**src/rtl/mario_tile_poll_responder_if.sv**
```systemverilog
// Signal bundle between Mario's logic, the level tile RAM and the poll responder.
// The responder connects through the slave modport; Mario/RAM side uses master.
interface mario_tile_poll_responder_if;
  logic        frame_clk;
  logic [9:0]  Mario_X_Pos;
  logic [9:0]  Mario_Y_Pos;
  logic        Shift;
  logic [12:0] map_addr;
  logic [2:0]  map_data;
  logic [2:0]  mario_poll_up;
  logic [2:0]  mario_poll_down;
  logic [2:0]  mario_poll_left;
  logic [2:0]  mario_poll_right;
  logic        poll_valid;
  logic        busy;
  logic [7:0]  scroll_col;

  modport slave (
    input  frame_clk, Mario_X_Pos, Mario_Y_Pos, Shift, map_data,
    output map_addr, mario_poll_up, mario_poll_down, mario_poll_left,
           mario_poll_right, poll_valid, busy, scroll_col
  );

  modport master (
    output frame_clk, Mario_X_Pos, Mario_Y_Pos, Shift, map_data,
    input  map_addr, mario_poll_up, mario_poll_down, mario_poll_left,
           mario_poll_right, poll_valid, busy, scroll_col
  );
endinterface

```
**src/rtl/mario_tile_poll_responder.sv**
```systemverilog
// Answers Mario's up/down/left/right neighbour-tile polls from the level tile RAM,
// one probe at a time, publishing all four codes together once a poll completes.
module mario_tile_poll_responder #(
  parameter logic [9:0] X_MIN      = 10'd120,
  parameter logic [9:0] X_MAX      = 10'd519,
  parameter logic [9:0] Y_MIN      = 10'd40,
  parameter logic [9:0] Y_MAX      = 10'd439,
  parameter logic [9:0] HALF       = 10'd20,
  parameter logic [9:0] TILE       = 10'd20,
  parameter logic [7:0] SHIFT_COLS = 8'd2,
  parameter logic [2:0] OOB_CODE   = 3'b000
) (
  input logic                          Clk,
  input logic                          Reset,
  mario_tile_poll_responder_if.slave   bus
);

  typedef enum logic [2:0] {IDLE, DIVX, DIVY, READ, WAIT, DONE} state_t;

  state_t      state_reg, state_next;
  logic        frame_clk_reg;
  logic [9:0]  x_snap_reg, y_snap_reg;
  logic [1:0]  probe_reg;
  logic [9:0]  acc_reg;
  logic [4:0]  col_off_reg, row_reg;
  logic [12:0] map_addr_reg;
  logic [7:0]  scroll_col_reg;
  logic        poll_valid_reg, busy_reg;

  logic        frame_edge, probe_oob, last_probe;
  logic [9:0]  px, py, dx, dy, acc_step;
  logic [7:0]  col_sum;
  logic [12:0] read_addr;
  logic        load_snap, x_step, y_step, acc_clr, next_probe, probe_start;
  logic        read_en, commit, shadow_we;
  logic [2:0]  shadow_wdata;

  assign frame_edge = bus.frame_clk & ~frame_clk_reg;
  assign last_probe = (probe_reg == 2'd3);

  // Probe order UP, DOWN, LEFT, RIGHT; underflow wraps high and so lands out of bounds.
  always_comb begin
    px = x_snap_reg;
    py = y_snap_reg;
    case (probe_reg)
      2'd0:    py = y_snap_reg - HALF - 10'd1;
      2'd1:    py = y_snap_reg + HALF;
      2'd2:    px = x_snap_reg - HALF - 10'd1;
      default: px = x_snap_reg + HALF;
    endcase
  end

  assign probe_oob = (px < X_MIN) || (px > X_MAX) || (py < Y_MIN) || (py > Y_MAX);
  assign dx        = px - X_MIN;
  assign dy        = py - Y_MIN;
  assign acc_step  = acc_reg + TILE;
  assign col_sum   = scroll_col_reg + {3'b000, col_off_reg};
  assign read_addr = {row_reg, col_sum};
  assign probe_start = load_snap | next_probe;

  always_ff @(posedge Clk or posedge Reset) begin
    if (Reset) state_reg <= IDLE;
    else       state_reg <= state_next;
  end

  always_comb begin
    state_next   = state_reg;
    load_snap    = 1'b0;
    x_step       = 1'b0;
    y_step       = 1'b0;
    acc_clr      = 1'b0;
    next_probe   = 1'b0;
    read_en      = 1'b0;
    commit       = 1'b0;
    shadow_we    = 1'b0;
    shadow_wdata = bus.map_data;
    case (state_reg)
      IDLE: if (frame_edge) begin
        load_snap  = 1'b1;
        acc_clr    = 1'b1;
        state_next = DIVX;
      end
      DIVX: begin
        if (probe_oob) begin
          shadow_we    = 1'b1;
          shadow_wdata = OOB_CODE;
          next_probe   = 1'b1;
          acc_clr      = 1'b1;
          state_next   = last_probe ? DONE : DIVX;
        end else if (acc_step <= dx) begin
          x_step = 1'b1;
        end else begin
          acc_clr    = 1'b1;
          state_next = DIVY;
        end
      end
      DIVY: begin
        if (acc_step <= dy) y_step = 1'b1;
        else                state_next = READ;
      end
      READ: begin
        read_en    = 1'b1;
        state_next = WAIT;
      end
      WAIT: begin
        shadow_we  = 1'b1;
        next_probe = 1'b1;
        acc_clr    = 1'b1;
        state_next = last_probe ? DONE : DIVX;
      end
      DONE: begin
        commit     = 1'b1;
        state_next = IDLE;
      end
      default: state_next = IDLE;
    endcase
  end

  always_ff @(posedge Clk or posedge Reset) begin
    if (Reset) begin
      frame_clk_reg  <= 1'b0;
      scroll_col_reg <= 8'd0;
      x_snap_reg     <= 10'd0;
      y_snap_reg     <= 10'd0;
      probe_reg      <= 2'd0;
      busy_reg       <= 1'b0;
      acc_reg        <= 10'd0;
      col_off_reg    <= 5'd0;
      row_reg        <= 5'd0;
      map_addr_reg   <= 13'd0;
      poll_valid_reg <= 1'b0;
    end else begin
      frame_clk_reg <= bus.frame_clk;
      if (bus.Shift) scroll_col_reg <= scroll_col_reg + SHIFT_COLS;
      if (load_snap) begin
        x_snap_reg <= bus.Mario_X_Pos;
        y_snap_reg <= bus.Mario_Y_Pos;
        probe_reg  <= 2'd0;
        busy_reg   <= 1'b1;
      end else if (next_probe) begin
        probe_reg <= probe_reg + 2'd1;
      end
      if (acc_clr)               acc_reg <= 10'd0;
      else if (x_step || y_step) acc_reg <= acc_step;
      if (probe_start) begin
        col_off_reg <= 5'd0;
        row_reg     <= 5'd0;
      end else begin
        if (x_step) col_off_reg <= col_off_reg + 5'd1;
        if (y_step) row_reg     <= row_reg + 5'd1;
      end
      if (read_en) map_addr_reg <= read_addr;
      poll_valid_reg <= commit;
      if (commit) busy_reg <= 1'b0;
    end
  end

  // Shadows collect a poll privately; outputs only change together on commit.
  generate
    for (genvar gi = 0; gi < 4; gi++) begin : g_probe
      logic [2:0] shadow_reg, poll_reg;
      always_ff @(posedge Clk or posedge Reset) begin
        if (Reset) begin
          shadow_reg <= 3'd0;
          poll_reg   <= 3'd0;
        end else begin
          if (shadow_we && (probe_reg == gi)) shadow_reg <= shadow_wdata;
          if (commit) poll_reg <= shadow_reg;
        end
      end
    end
  endgenerate

  // Address is presented during READ so the registered RAM returns data in WAIT.
  assign bus.map_addr         = (state_reg == READ) ? read_addr : map_addr_reg;
  assign bus.mario_poll_up    = g_probe[0].poll_reg;
  assign bus.mario_poll_down  = g_probe[1].poll_reg;
  assign bus.mario_poll_left  = g_probe[2].poll_reg;
  assign bus.mario_poll_right = g_probe[3].poll_reg;
  assign bus.poll_valid       = poll_valid_reg;
  assign bus.busy             = busy_reg;
  assign bus.scroll_col       = scroll_col_reg;

endmodule

```
**src/flat_wrapper.sv**
```systemverilog
// flat-port wrapper written by rule: the top's interface ports become plain ports
module mario_tile_poll_responder_flat 
#(
  parameter logic [9:0] X_MIN      = 10'd120,
  parameter logic [9:0] X_MAX      = 10'd519,
  parameter logic [9:0] Y_MIN      = 10'd40,
  parameter logic [9:0] Y_MAX      = 10'd439,
  parameter logic [9:0] HALF       = 10'd20,
  parameter logic [9:0] TILE       = 10'd20,
  parameter logic [7:0] SHIFT_COLS = 8'd2,
  parameter logic [2:0] OOB_CODE   = 3'b000
)
  (Clk, Reset, bus_frame_clk, bus_Mario_X_Pos, bus_Mario_Y_Pos, bus_Shift, bus_map_data, bus_map_addr, bus_mario_poll_up, bus_mario_poll_down, bus_mario_poll_left, bus_mario_poll_right, bus_poll_valid, bus_busy, bus_scroll_col);
  mario_tile_poll_responder_if bus_i ();
  input logic Clk;
  input logic Reset;
  input wire logic [$bits(bus_i.frame_clk)-1:0] bus_frame_clk;
  input wire logic [$bits(bus_i.Mario_X_Pos)-1:0] bus_Mario_X_Pos;
  input wire logic [$bits(bus_i.Mario_Y_Pos)-1:0] bus_Mario_Y_Pos;
  input wire logic [$bits(bus_i.Shift)-1:0] bus_Shift;
  input wire logic [$bits(bus_i.map_data)-1:0] bus_map_data;
  output wire logic [$bits(bus_i.map_addr)-1:0] bus_map_addr;
  output wire logic [$bits(bus_i.mario_poll_up)-1:0] bus_mario_poll_up;
  output wire logic [$bits(bus_i.mario_poll_down)-1:0] bus_mario_poll_down;
  output wire logic [$bits(bus_i.mario_poll_left)-1:0] bus_mario_poll_left;
  output wire logic [$bits(bus_i.mario_poll_right)-1:0] bus_mario_poll_right;
  output wire logic [$bits(bus_i.poll_valid)-1:0] bus_poll_valid;
  output wire logic [$bits(bus_i.busy)-1:0] bus_busy;
  output wire logic [$bits(bus_i.scroll_col)-1:0] bus_scroll_col;
  assign bus_i.frame_clk = bus_frame_clk;
  assign bus_i.Mario_X_Pos = bus_Mario_X_Pos;
  assign bus_i.Mario_Y_Pos = bus_Mario_Y_Pos;
  assign bus_i.Shift = bus_Shift;
  assign bus_i.map_data = bus_map_data;
  assign bus_map_addr = bus_i.map_addr;
  assign bus_mario_poll_up = bus_i.mario_poll_up;
  assign bus_mario_poll_down = bus_i.mario_poll_down;
  assign bus_mario_poll_left = bus_i.mario_poll_left;
  assign bus_mario_poll_right = bus_i.mario_poll_right;
  assign bus_poll_valid = bus_i.poll_valid;
  assign bus_busy = bus_i.busy;
  assign bus_scroll_col = bus_i.scroll_col;
  mario_tile_poll_responder #(.X_MIN(X_MIN), .X_MAX(X_MAX), .Y_MIN(Y_MIN), .Y_MAX(Y_MAX), .HALF(HALF), .TILE(TILE), .SHIFT_COLS(SHIFT_COLS), .OOB_CODE(OOB_CODE)) u_core (.Clk(Clk), .Reset(Reset), .bus(bus_i));
endmodule
```
**config.mk**
```make
export PLATFORM = sky130hd
export DESIGN_NAME = mario_tile_poll_responder_flat
export DESIGN_NICKNAME = d
export VERILOG_FILES = /design/src/rtl/mario_tile_poll_responder_if.sv /design/src/rtl/mario_tile_poll_responder.sv /design/src/flat_wrapper.sv
export SDC_FILE = /design/constraint.sdc
export NUM_CORES = 1
export LEC_CHECK = 0
export CAP_MARGIN = 15
export CORE_MARGIN = 2
export CORE_UTILIZATION = 35
export CTS_BUF_LIST = sky130_fd_sc_hd__clkbuf_4
export CTS_CLUSTER_SIZE = 16
export DETAILED_ROUTE_END_ITERATION = 16
export GPL_ROUTABILITY_DRIVEN = 0
export HOLD_SLACK_MARGIN = 0.1
export PLACE_DENSITY = 0.63
export RECOVER_POWER = 100
export SYNTH_ARGS = -nofsm -noshare
export SYNTH_HDL_FRONTEND = slang
export SYNTH_SLANG_ARGS = --single-unit
export TNS_END_PERCENT = 20
```
**constraint.sdc**
```tcl
create_clock -name Clk -period 4.1 [get_ports Clk]
set_input_delay 1.23 -clock Clk [delete_from_list [all_inputs] [get_ports Clk]]
set_output_delay 1.23 -clock Clk [all_outputs]
set_load 0.005 [all_outputs]
```
## Yosys cells after proc, flatten, opt, wreduce, memory -nomap -nowiden

Index checks and enable logic that the tools add are counted.
W data, S select, Z words.

| word-level totals | value |
|---|---|
| register bits | 93 |
| bits of input ports | 27 |
| output and inout port bits | 35 |
| word-level logic and storage cells | 106 |

| operators by class | value |
|---|---|
| add/sub/neg operators | 14 |
| magnitude comparators | 6 |
| equality and inequality tests | 11 |
| multiplexer cells | 35 |
| bitwise logic cells | 3 |
| reductions and logical operators | 17 |

Operators by type and width:

| kind | number |
|---|---|
| $pmux W10 S2 | 2 |
| $add A10 B5 Y10 const B | 3 |
| $mux W3 | 7 |
| $le A10 B10 Y1 | 2 |
| $mux W10 | 2 |
| $mux W5 | 4 |
| $sub A10 B1 Y10 const B | 2 |
| $sub A10 B5 Y10 const B | 2 |
| $pmux W3 S5 | 1 |
| $mux W1 | 14 |
| $mux W13 | 1 |
| $add A5 B1 Y5 const B | 2 |
| $gt A10 B10 Y1 const B | 1 |
| $gt A10 B9 Y1 const B | 1 |
| $lt A10 B6 Y1 const B | 1 |
| $lt A10 B7 Y1 const B | 1 |
| $reduce_bool A2 Y1 | 5 |
| $sub A10 B6 Y10 const B | 1 |
| $sub A10 B7 Y10 const B | 1 |
| $add A8 B2 Y8 const B | 1 |
| $add A8 B5 Y8 | 1 |
| $eq A3 B2 Y1 const B | 2 |
| $eq A3 B3 Y1 const B | 2 |
| $eq A2 B2 Y1 const B | 2 |
| 18 further kinds | 25 |

## Depth between registers and ports, before layout

Gate-level depths: netlist of the first run.

| depth | value |
|---|---|
| depth after elaboration | 12 |
| gate-level depth with buffers | 21 |
| depth with buffers taken out | 19 |

## Worst setup path after synthesis of the first run

No wires, ideal clock.

| path | value |
|---|---|
| kind | register to register |
| start point | reg u_core.probe_reg[1] |
| end point | reg u_core.acc_reg[3] |
| library setup time | 0.152 ns |
| data arrival time | 4.238 ns |
| required time | 3.948 ns |
| path slack | -0.290 ns |
| cell stages (with the launch flop) | 21 |
| buffers on the path | 3 |
| clock period less this slack | 4.390 ns |
| cell sequence | dfrtp_1 -> inv_1 -> ha_1 -> clkbuf_1 -> clkbuf_1 -> nand4_1 -> mux2i_1 -> a21oi_1 -> and2_1 -> nand3_1 -> xnor2_1 -> ha_1 -> nand2_1 -> nor4_1 -> nor2_1 -> a21oi_1 -> nor3b_1 -> o21bai_2 -> buf_2 -> mux2i_1 -> nor2_1 |

| on the way | value |
|---|---|
| cells in the longest elaborated chain, start to end | 11 |
| elaborated cells between the ends (all ways) | 28 |
| classes of those cells | add/sub: 2; order compare: 6; eq/ne: 2; mux: 11; reduce/logical: 7 |

Ends and longest elaborated chain:

| element | line | source |
|---|---|---|
| start, declared | mario_tile_poll_responder.sv:23 | `logic [1:0] probe_reg;` |
| start signal, assigned | mario_tile_poll_responder.sv:141 | `probe_reg <= probe_reg + 2'd1;` |
| parallel branches: the longest is 11 deep, another holds $sub A10 B7 Y10 | - |  |
| end signal, assigned | mario_tile_poll_responder.sv:144 | `else if (x_step \|\| y_step) acc_reg <= acc_step;` |
| end, declared | mario_tile_poll_responder.sv:24 | `logic [9:0] acc_reg;` |

Parallel ways; which one is timed is not known.
A chain may end at the register's enable or synchronous reset.

## Worst setup path in the final report of the first run

| path | value |
|---|---|
| start point | reg u_core.probe_reg[1] |
| end point | reg u_core.acc_reg[6] |

Same word-level chain as after synthesis.

==> flow_summary_export.csv, run 1 <==
group,metric,value,unit
run_status,status,"complete, but fails checks",
run_status,failed_checks,"capacitance limit, slew limit",
global_routing,track_usage,15.9,%
cts,cts_buffer_depth,2,
final_layout,drive_gt1_share,17.8,%
final_layout,n_fill_cell,1546,
final_layout,nets,763,
synthesis,postSynthAreaPerCell,9.21,sq um
cts,ctsHoldBuffers,0,
drt,drc,0,
timing,finalHoldWorstSlack,0.496,ns
synthesis,postSynthCellCount,616,
timing,fin_crit_sh,95.4,%
drt,vias,4823,
global_routing,grt_overflow,0,
power_and_ir_drop,vdd_drop_max,311,uV
power_and_ir_drop,power.switching,2.71,mW
synthesis,synth_area_leader_cell,"dfrtp_1",
worst_setup_path,cp_common_cell,"buf_4",
floorplanning,ios,62,
place,dp.cells,893,
drt,antenna_left,0,
synthesis,yosysWarningCount,0,
timing,setup_viol,0,
drt,vias_per_cell,5.25,
timing,tns,0,ns
cts,cts_tree,"done",
power_and_ir_drop,combPwrFrac,65.5,%
synthesis,synth_edf_count,0,
worst_setup_path,crit_fanout,14,
synthesis,async_reset_ff_share,100,%
global_routing,antenna_found_initial,0,
place,hpwl,9.69,mm
final_layout,final_cells,919,
floorplanning,die_w,131,um
worst_setup_path,cpMaxStageDelayCell,"dfrtp_2",
final_layout,largest_reg_flops,13,
floorplanning,core,15900,sq um
synthesis,syn_area,5670,sq um
timing,tightest_slew,1.74,ns
timing,setup_ws,0.187,ns
worst_setup_path,crit_chain,"inv_1 > ha_1 > buf_4 > buf_4 > nand2_1 > o221ai_2 > o21ai_0 > buf_4 > xor2_1 > ha_1 > nand4_1 > nor4_2 > nor2_1 > a21oi_2 > nor3b_4 > o21bai_2 > buf_12 > nand3_1 > a21oi_1",
power_and_ir_drop,p_total,5.85,mW
global_routing,grt_max_degree,53,
floorplanning,die-area,17200,sq um
timing,rsz0062_at_grt,"true",
global_routing,grt_pass1_vias,4802,
drt,first_iter_violations,334,
global_routing,grt_pass1_wl,23.1,mm
place,port_buffers,60,
timing,fin_worst_skew,0.0261,ns
floorplanning,die_h,131,um
timing,timing_hold_violations_final,0,
synthesis,syn_nets,681,
synthesis,ys_ff_latch,90,
synthesis,synth_top_cell_area_share,39.7,%
place,pre_cts_slack,0.0287,ns
final_layout,fin_area,7030,sq um
power_and_ir_drop,leakage,3.07,nW
synthesis,synthTopCellsByArea,"dfrtp_1 40%, ha_1 8.2%, mux2_2 5.8%",
place,place_area,6680,sq um
power_and_ir_drop,power_frac_clock,8.8,%
cts,cts_buffers,9,
worst_setup_path,arrival,4.32,ns
timing,fmax,256,MHz
floorplanning,rows,46,
power_and_ir_drop,power_switching_share,46.3,%
synthesis,ys.flop_type,"dfrtp_1",
final_layout,final_common_cell,"dfrtp_1",
power_and_ir_drop,powerDensity,832,nW/um^2
synthesis,ys_seq_area_share,39.7,%
cts,cts.sinks,90,
drt,dr.pass1.iters,5,
cts,cts-htree-levels,3,
worst_setup_path,critPathMaxStageDelay,0.50,ns
drt,wl_per_cell,14.7,um
final_layout,area_delta_synth_final,23.9,%
cts,insertion_delay,0.48,ns
final_layout,antenna_cells,0,
worst_setup_path,worstPathRequired,4.50,ns
drt,routed_wl,13.5,mm
cts,clkTransAtPathRegs,0.17,ns
final_layout,layout_common_cells,"87 x dfrtp_1, 56 x clkdlybuf4s50_1, 47 x inv_1, 47 x nand2_1, 45 x o21ai_0",
power_and_ir_drop,seqPwrFrac,25.6,%
timing,min_period,3.91,ns
cts,cts_root_buffer,"clkbuf_4",
run,drv_cap,1,
final_layout,post-route-util,44.3,%
hold_path,hold_class,"flop to flop",
floorplanning,start_util,35.7,%
worst_setup_path,worstSetupPathType,"flop to flop",
synthesis,ys_types,62,
worst_setup_path,startpoint_type,"flop",
timing,slew-limit-headroom,-16.5,%
worst_setup_path,end_kind,"flop",
timing,final-max-slew-violation-count,39,
power_and_ir_drop,p_int,3.14,mW
-- routing by layer --
metal / share of wire (%) / GRT usage [%] / up-vias
li1: - / - / 2332
met1: 47 / 21.2 / 2313
met2: 46 / 25.2 / 151
met3: 5.7 / 4.28 / 27
met4: 1.7 / 5.19 / 0
met5: 0 / 0 / -
-- critical path, delay by kind of cell, from the launching register on --
family	cells	cell delay, ns
AOI/OAI and AO/OA	5	0.97
and+or+nand+nor	6	0.88
buffers and inverters	5	0.80
adders and majority gates	2	0.51
DFF	1	0.50
xor gates and xnor gates	1	0.17
-- final timing paths --
path	from	to	slack, ns	cells past startpoint
max	u_core.probe_reg[1]$_DFFE_PP0N_	u_core.acc_reg[6]$_DFFE_PP0P_	0.19	19
min	u_core.map_addr_reg[5]$_DFFE_PP0P_	u_core.map_addr_reg[5]$_DFFE_PP0P_	0.50	2
max reg2reg	u_core.probe_reg[1]$_DFFE_PP0N_	u_core.acc_reg[6]$_DFFE_PP0P_	0.19	19
min reg2reg	u_core.map_addr_reg[5]$_DFFE_PP0P_	u_core.map_addr_reg[5]$_DFFE_PP0P_	0.50	2
max in group asynchronous	Reset	u_core.probe_reg[0]$_DFFE_PP0N_	1.53	3
min in group asynchronous	Reset	u_core.bus.scroll_col[6]$_DFFE_PP0P_	1.59	2
-- cell families (layout without fill, tap and decap cells) --
group,Yosys count,after routing,synth area share [%]
AOI/OAI and AO/OA,164,164,18.5
xor gates and xnor gates,37,37,5.71
adders and majority gates,38,38,8.51
buffers and inverters,78,165,5.53
DFF,90,90,39.7
muxes,35,35,6.81
other,1,1,0.0661
and+or+nand+nor,173,173,15.2
-- power by group through the flow --
stage | clock network [mW] | logic, mW | registers (mW)
4_1_cts | 0.545 | 3.55 | 1.49
3_3_place_gp | 0 | 3.41 | 1.50
2_1_floorplan | 0 | 2.46 | 1.41
3_5_place_dp | 0 | 3.51 | 1.51
5_1_grt | 0.582 | 4.25 | 1.56
6_report | 0.517 | 3.83 | 1.50
-- cells in the mapped netlist, drive strengths merged, types with 2 or more instances --
| cell | number |
|---|---|
| nand3b | 2 |
| o211ai | 7 |
| o21ai | 51 |
| xor2 | 13 |
| inv | 49 |
| o21a | 5 |
| a211oi | 3 |
| a31oi | 2 |
| nor2b | 7 |
| clkbuf | 22 |
| a311oi | 2 |
| nand2 | 47 |
| mux2 | 29 |
| dfrtp | 90 |
| and3 | 2 |
| nand3 | 28 |
| and2 | 2 |
| a41oi | 2 |
| a21oi | 42 |
| nand4 | 11 |
| xnor2 | 24 |
| a21o | 26 |
| mux2i | 6 |
| nand2b | 11 |
| o22ai | 3 |
| nor2 | 31 |
| ha | 37 |
| nor3 | 12 |
| nor3b | 6 |
| nor4 | 2 |
| or2 | 3 |
| o2111ai | 2 |
| buf | 7 |
| a221o | 2 |
| or3 | 5 |
| a211o | 3 |
-- area by class of cell --
| type | count | area [sq um] | area share, % |
|---|---|---|---|
| Sequential cell | 90 | 2260 | 32.1 |
| Timing Repair Buffer | 100 | 925 | 13.1 |
| Inverter | 49 | 185 | 2.63 |
| Clock buffer | 9 | 67.6 | 0.961 |
| Multi-Input combinational cell | 448 | 3250 | 46.3 |
| Tap cell | 216 | 270 | 3.84 |
| Clock inverter | 7 | 76.3 | 1.09 |
-- what timing repair did --
action	4_1_cts	5_1_grt
setup buffers	2	8
endpoints found under the setup margin	3	21
cloned	0	0
gates resized for setup	3	36
pin swaps	1	3
(Power assumes the default switching activity.)
==> run 2, diff against run 1 <==
--- a/config.mk
+++ b/config.mk
@@ -15,6 +15,7 @@
 export HOLD_SLACK_MARGIN = 0.1
 export PLACE_DENSITY = 0.63
 export RECOVER_POWER = 100
+export SKIP_LAST_GASP = 1
 export SYNTH_ARGS = -nofsm -noshare
 export SYNTH_HDL_FRONTEND = slang
 export SYNTH_SLANG_ARGS = --single-unit
==> run 2 against run 1 <==
The run still ends with capacitance limit, slew limit left. Core utilization decreased by 0.087 points. Register-to-register slack about the same. Non-clock buffer count unchanged. Clock skew increased by 0.00067 ns. Clock power about the same. Critical path depth decreased by 10. Wire length decreased by 0.44%. Sequential cell count unchanged. Sequential power about the same. Total power decreased by 0.56%. Largest power group unchanged. Combinational power about the same. Via count decreased by 0.23%.
==> flow_summary_export.csv, run 2 (synthesis gave the netlist of run 1 again) <==
group,metric,value,unit
place,place_area,6680,sq um
drt,drc,0,
run,drv_cap,1,
final_layout,antenna_cells,0,
cts,cts_tree,"done",
timing,min_period,3.92,ns
floorplanning,rows,46,
power_and_ir_drop,combPwrFrac,65.4,%
place,port_buffers,60,
final_layout,drive_gt1_share,17.2,%
global_routing,antenna_found_initial,0,
floorplanning,ios,62,
timing,tightest_slew,1.75,ns
timing,final-max-slew-violation-count,39,
power_and_ir_drop,seqPwrFrac,25.8,%
power_and_ir_drop,p_int,3.13,mW
global_routing,grt_pass1_wl,23.1,mm
worst_setup_path,critPathMaxStageDelay,0.54,ns
worst_setup_path,cpMaxStageDelayCell,"clkdlybuf4s50_1",
final_layout,layout_common_cells,"87 x dfrtp_1, 56 x clkdlybuf4s50_1, 47 x inv_1, 47 x nand2_1, 47 x o21ai_0",
timing,timing_hold_violations_final,0,
global_routing,grt_overflow,0,
timing,fmax,255,MHz
worst_setup_path,arrival,2.69,ns
final_layout,fin_area,7020,sq um
final_layout,area_delta_synth_final,23.7,%
global_routing,track_usage,15.9,%
floorplanning,core,15900,sq um
cts,clkTransAtPathRegs,0.19,ns
run_status,status,"complete, but fails checks",
drt,vias_per_cell,5.24,
worst_setup_path,worstSetupPathType,"flop to primary output",
power_and_ir_drop,p_total,5.82,mW
final_layout,post-route-util,44.2,%
floorplanning,start_util,35.7,%
drt,wl_per_cell,14.6,um
worst_setup_path,crit_fanout,2,
timing,rsz0062_at_grt,"true",
floorplanning,die_h,131,um
worst_setup_path,startpoint_type,"flop",
timing,fin_worst_skew,0.0268,ns
power_and_ir_drop,power_frac_clock,8.8,%
drt,dr.pass1.iters,5,
drt,routed_wl,13.5,mm
floorplanning,die-area,17200,sq um
worst_setup_path,crit_chain,"ha_1 > inv_1 > fa_1 > nor2b_1 > o21ai_0 > nand2b_1 > xnor2_1 > o21ai_1 > clkdlybuf4s50_1",
final_layout,final_common_cell,"dfrtp_1",
cts,cts-htree-levels,3,
power_and_ir_drop,leakage,3.07,nW
place,dp.cells,893,
cts,ctsHoldBuffers,0,
power_and_ir_drop,power_switching_share,46.2,%
run_status,failed_checks,"capacitance limit, slew limit",
final_layout,largest_reg_flops,13,
cts,cts_root_buffer,"clkbuf_4",
worst_setup_path,worstPathRequired,2.87,ns
cts,cts_buffer_depth,2,
worst_setup_path,end_kind,"primary output",
timing,fin_crit_sh,95.5,%
drt,vias,4812,
cts,cts_buffers,9,
cts,insertion_delay,0.48,ns
power_and_ir_drop,vdd_drop_max,309,uV
timing,slew-limit-headroom,-17.0,%
final_layout,nets,763,
hold_path,hold_class,"flop to flop",
global_routing,grt_max_degree,53,
final_layout,n_fill_cell,1548,
drt,first_iter_violations,324,
floorplanning,die_w,131,um
power_and_ir_drop,power.switching,2.69,mW
timing,setup_viol,0,
final_layout,final_cells,919,
global_routing,grt_pass1_vias,4802,
power_and_ir_drop,powerDensity,829,nW/um^2
drt,antenna_left,0,
place,hpwl,9.69,mm
cts,cts.sinks,90,
-- run 2: worst max-delay path: cells and delay by family (launching register included) --
| kind | cells | cell delay [ns] |
|---|---|---|
| buffers and inverters | 2 | 0.60 |
| XOR/XNOR | 1 | 0.07 |
| flip-flops | 1 | 0.42 |
| AO/OA/AOI/OAI | 2 | 0.27 |
| AND/OR/NAND/NOR | 2 | 0.23 |
| adder cells (fa/ha/maj) | 2 | 0.60 |
-- run 2: final cells by class --
cell class | count | area [sq um] | area share, %
clock inverters | 7 | 76.3 | 1.09
repair buffers | 100 | 925 | 13.2
flip-flops and latches | 90 | 2260 | 32.1
multi-input cells | 448 | 3240 | 46.1
clock buffers | 9 | 67.6 | 0.963
well taps | 216 | 270 | 3.85
inverters | 49 | 185 | 2.64
-- run 2: power by group through the flow --
stage	clock network (mW)	registers [mW]	logic, mW
floorplan	0	1.41	2.46
finish	0.514	1.50	3.81
global placement	0	1.50	3.41
detailed placement	0	1.51	3.51
CTS	0.545	1.49	3.55
global route	0.582	1.55	4.23
-- run 2: final timing paths --
kind,start,to,slack (ns),cells past startpoint
max,u_core.col_off_reg[1]$_DFFE_PP0P_,bus_map_addr[5],0.18,9
min,u_core.g_probe[2].shadow_reg[1]$_DFFE_PP0P_,u_core.g_probe[2].shadow_reg[1]$_DFFE_PP0P_,0.50,1
max reg2reg,u_core.probe_reg[1]$_DFFE_PP0N_,u_core.acc_reg[6]$_DFFE_PP0P_,0.19,19
min reg2reg,u_core.g_probe[2].shadow_reg[1]$_DFFE_PP0P_,u_core.g_probe[2].shadow_reg[1]$_DFFE_PP0P_,0.50,1
max in group asynchronous,Reset,u_core.probe_reg[0]$_DFFE_PP0N_,1.53,3
min in group asynchronous,Reset,u_core.bus.scroll_col[6]$_DFFE_PP0P_,1.60,2
-- run 2: timing repair --
action / 4_1_cts / 5_1_grt
resized for setup: 2 / 31
endpoints found under the setup margin: 3 / 21
setup buffers: 2 / 8
pin swaps: 1 / 3
-- run 2: routing by layer --
metal | track usage, % | share of wire (%) | wire length, um
met1 | 21.2 | 47 | 6340
met2 | 25.2 | 45 | 6090
met3 | 4.28 | 5.7 | 769
met4 | 5.19 | 1.9 | 252
met5 | 0 | 0 | 0
-- run 2: through the flow --
stage / worst slack [ns] / TNS (ns) / hold WS (ns)
3_5_place_dp: 0.0287 / 0 / 0.466
5_1_grt: -0.132 / -1.20 / 0.521
2_1_floorplan: 0.0942 / 0 / 0.449
4_1_cts: -0.00829 / -0.00829 / 0.503
6_report: 0.185 / 0 / 0.499
3_3_place_gp: 0.228 / 0 / 0.459
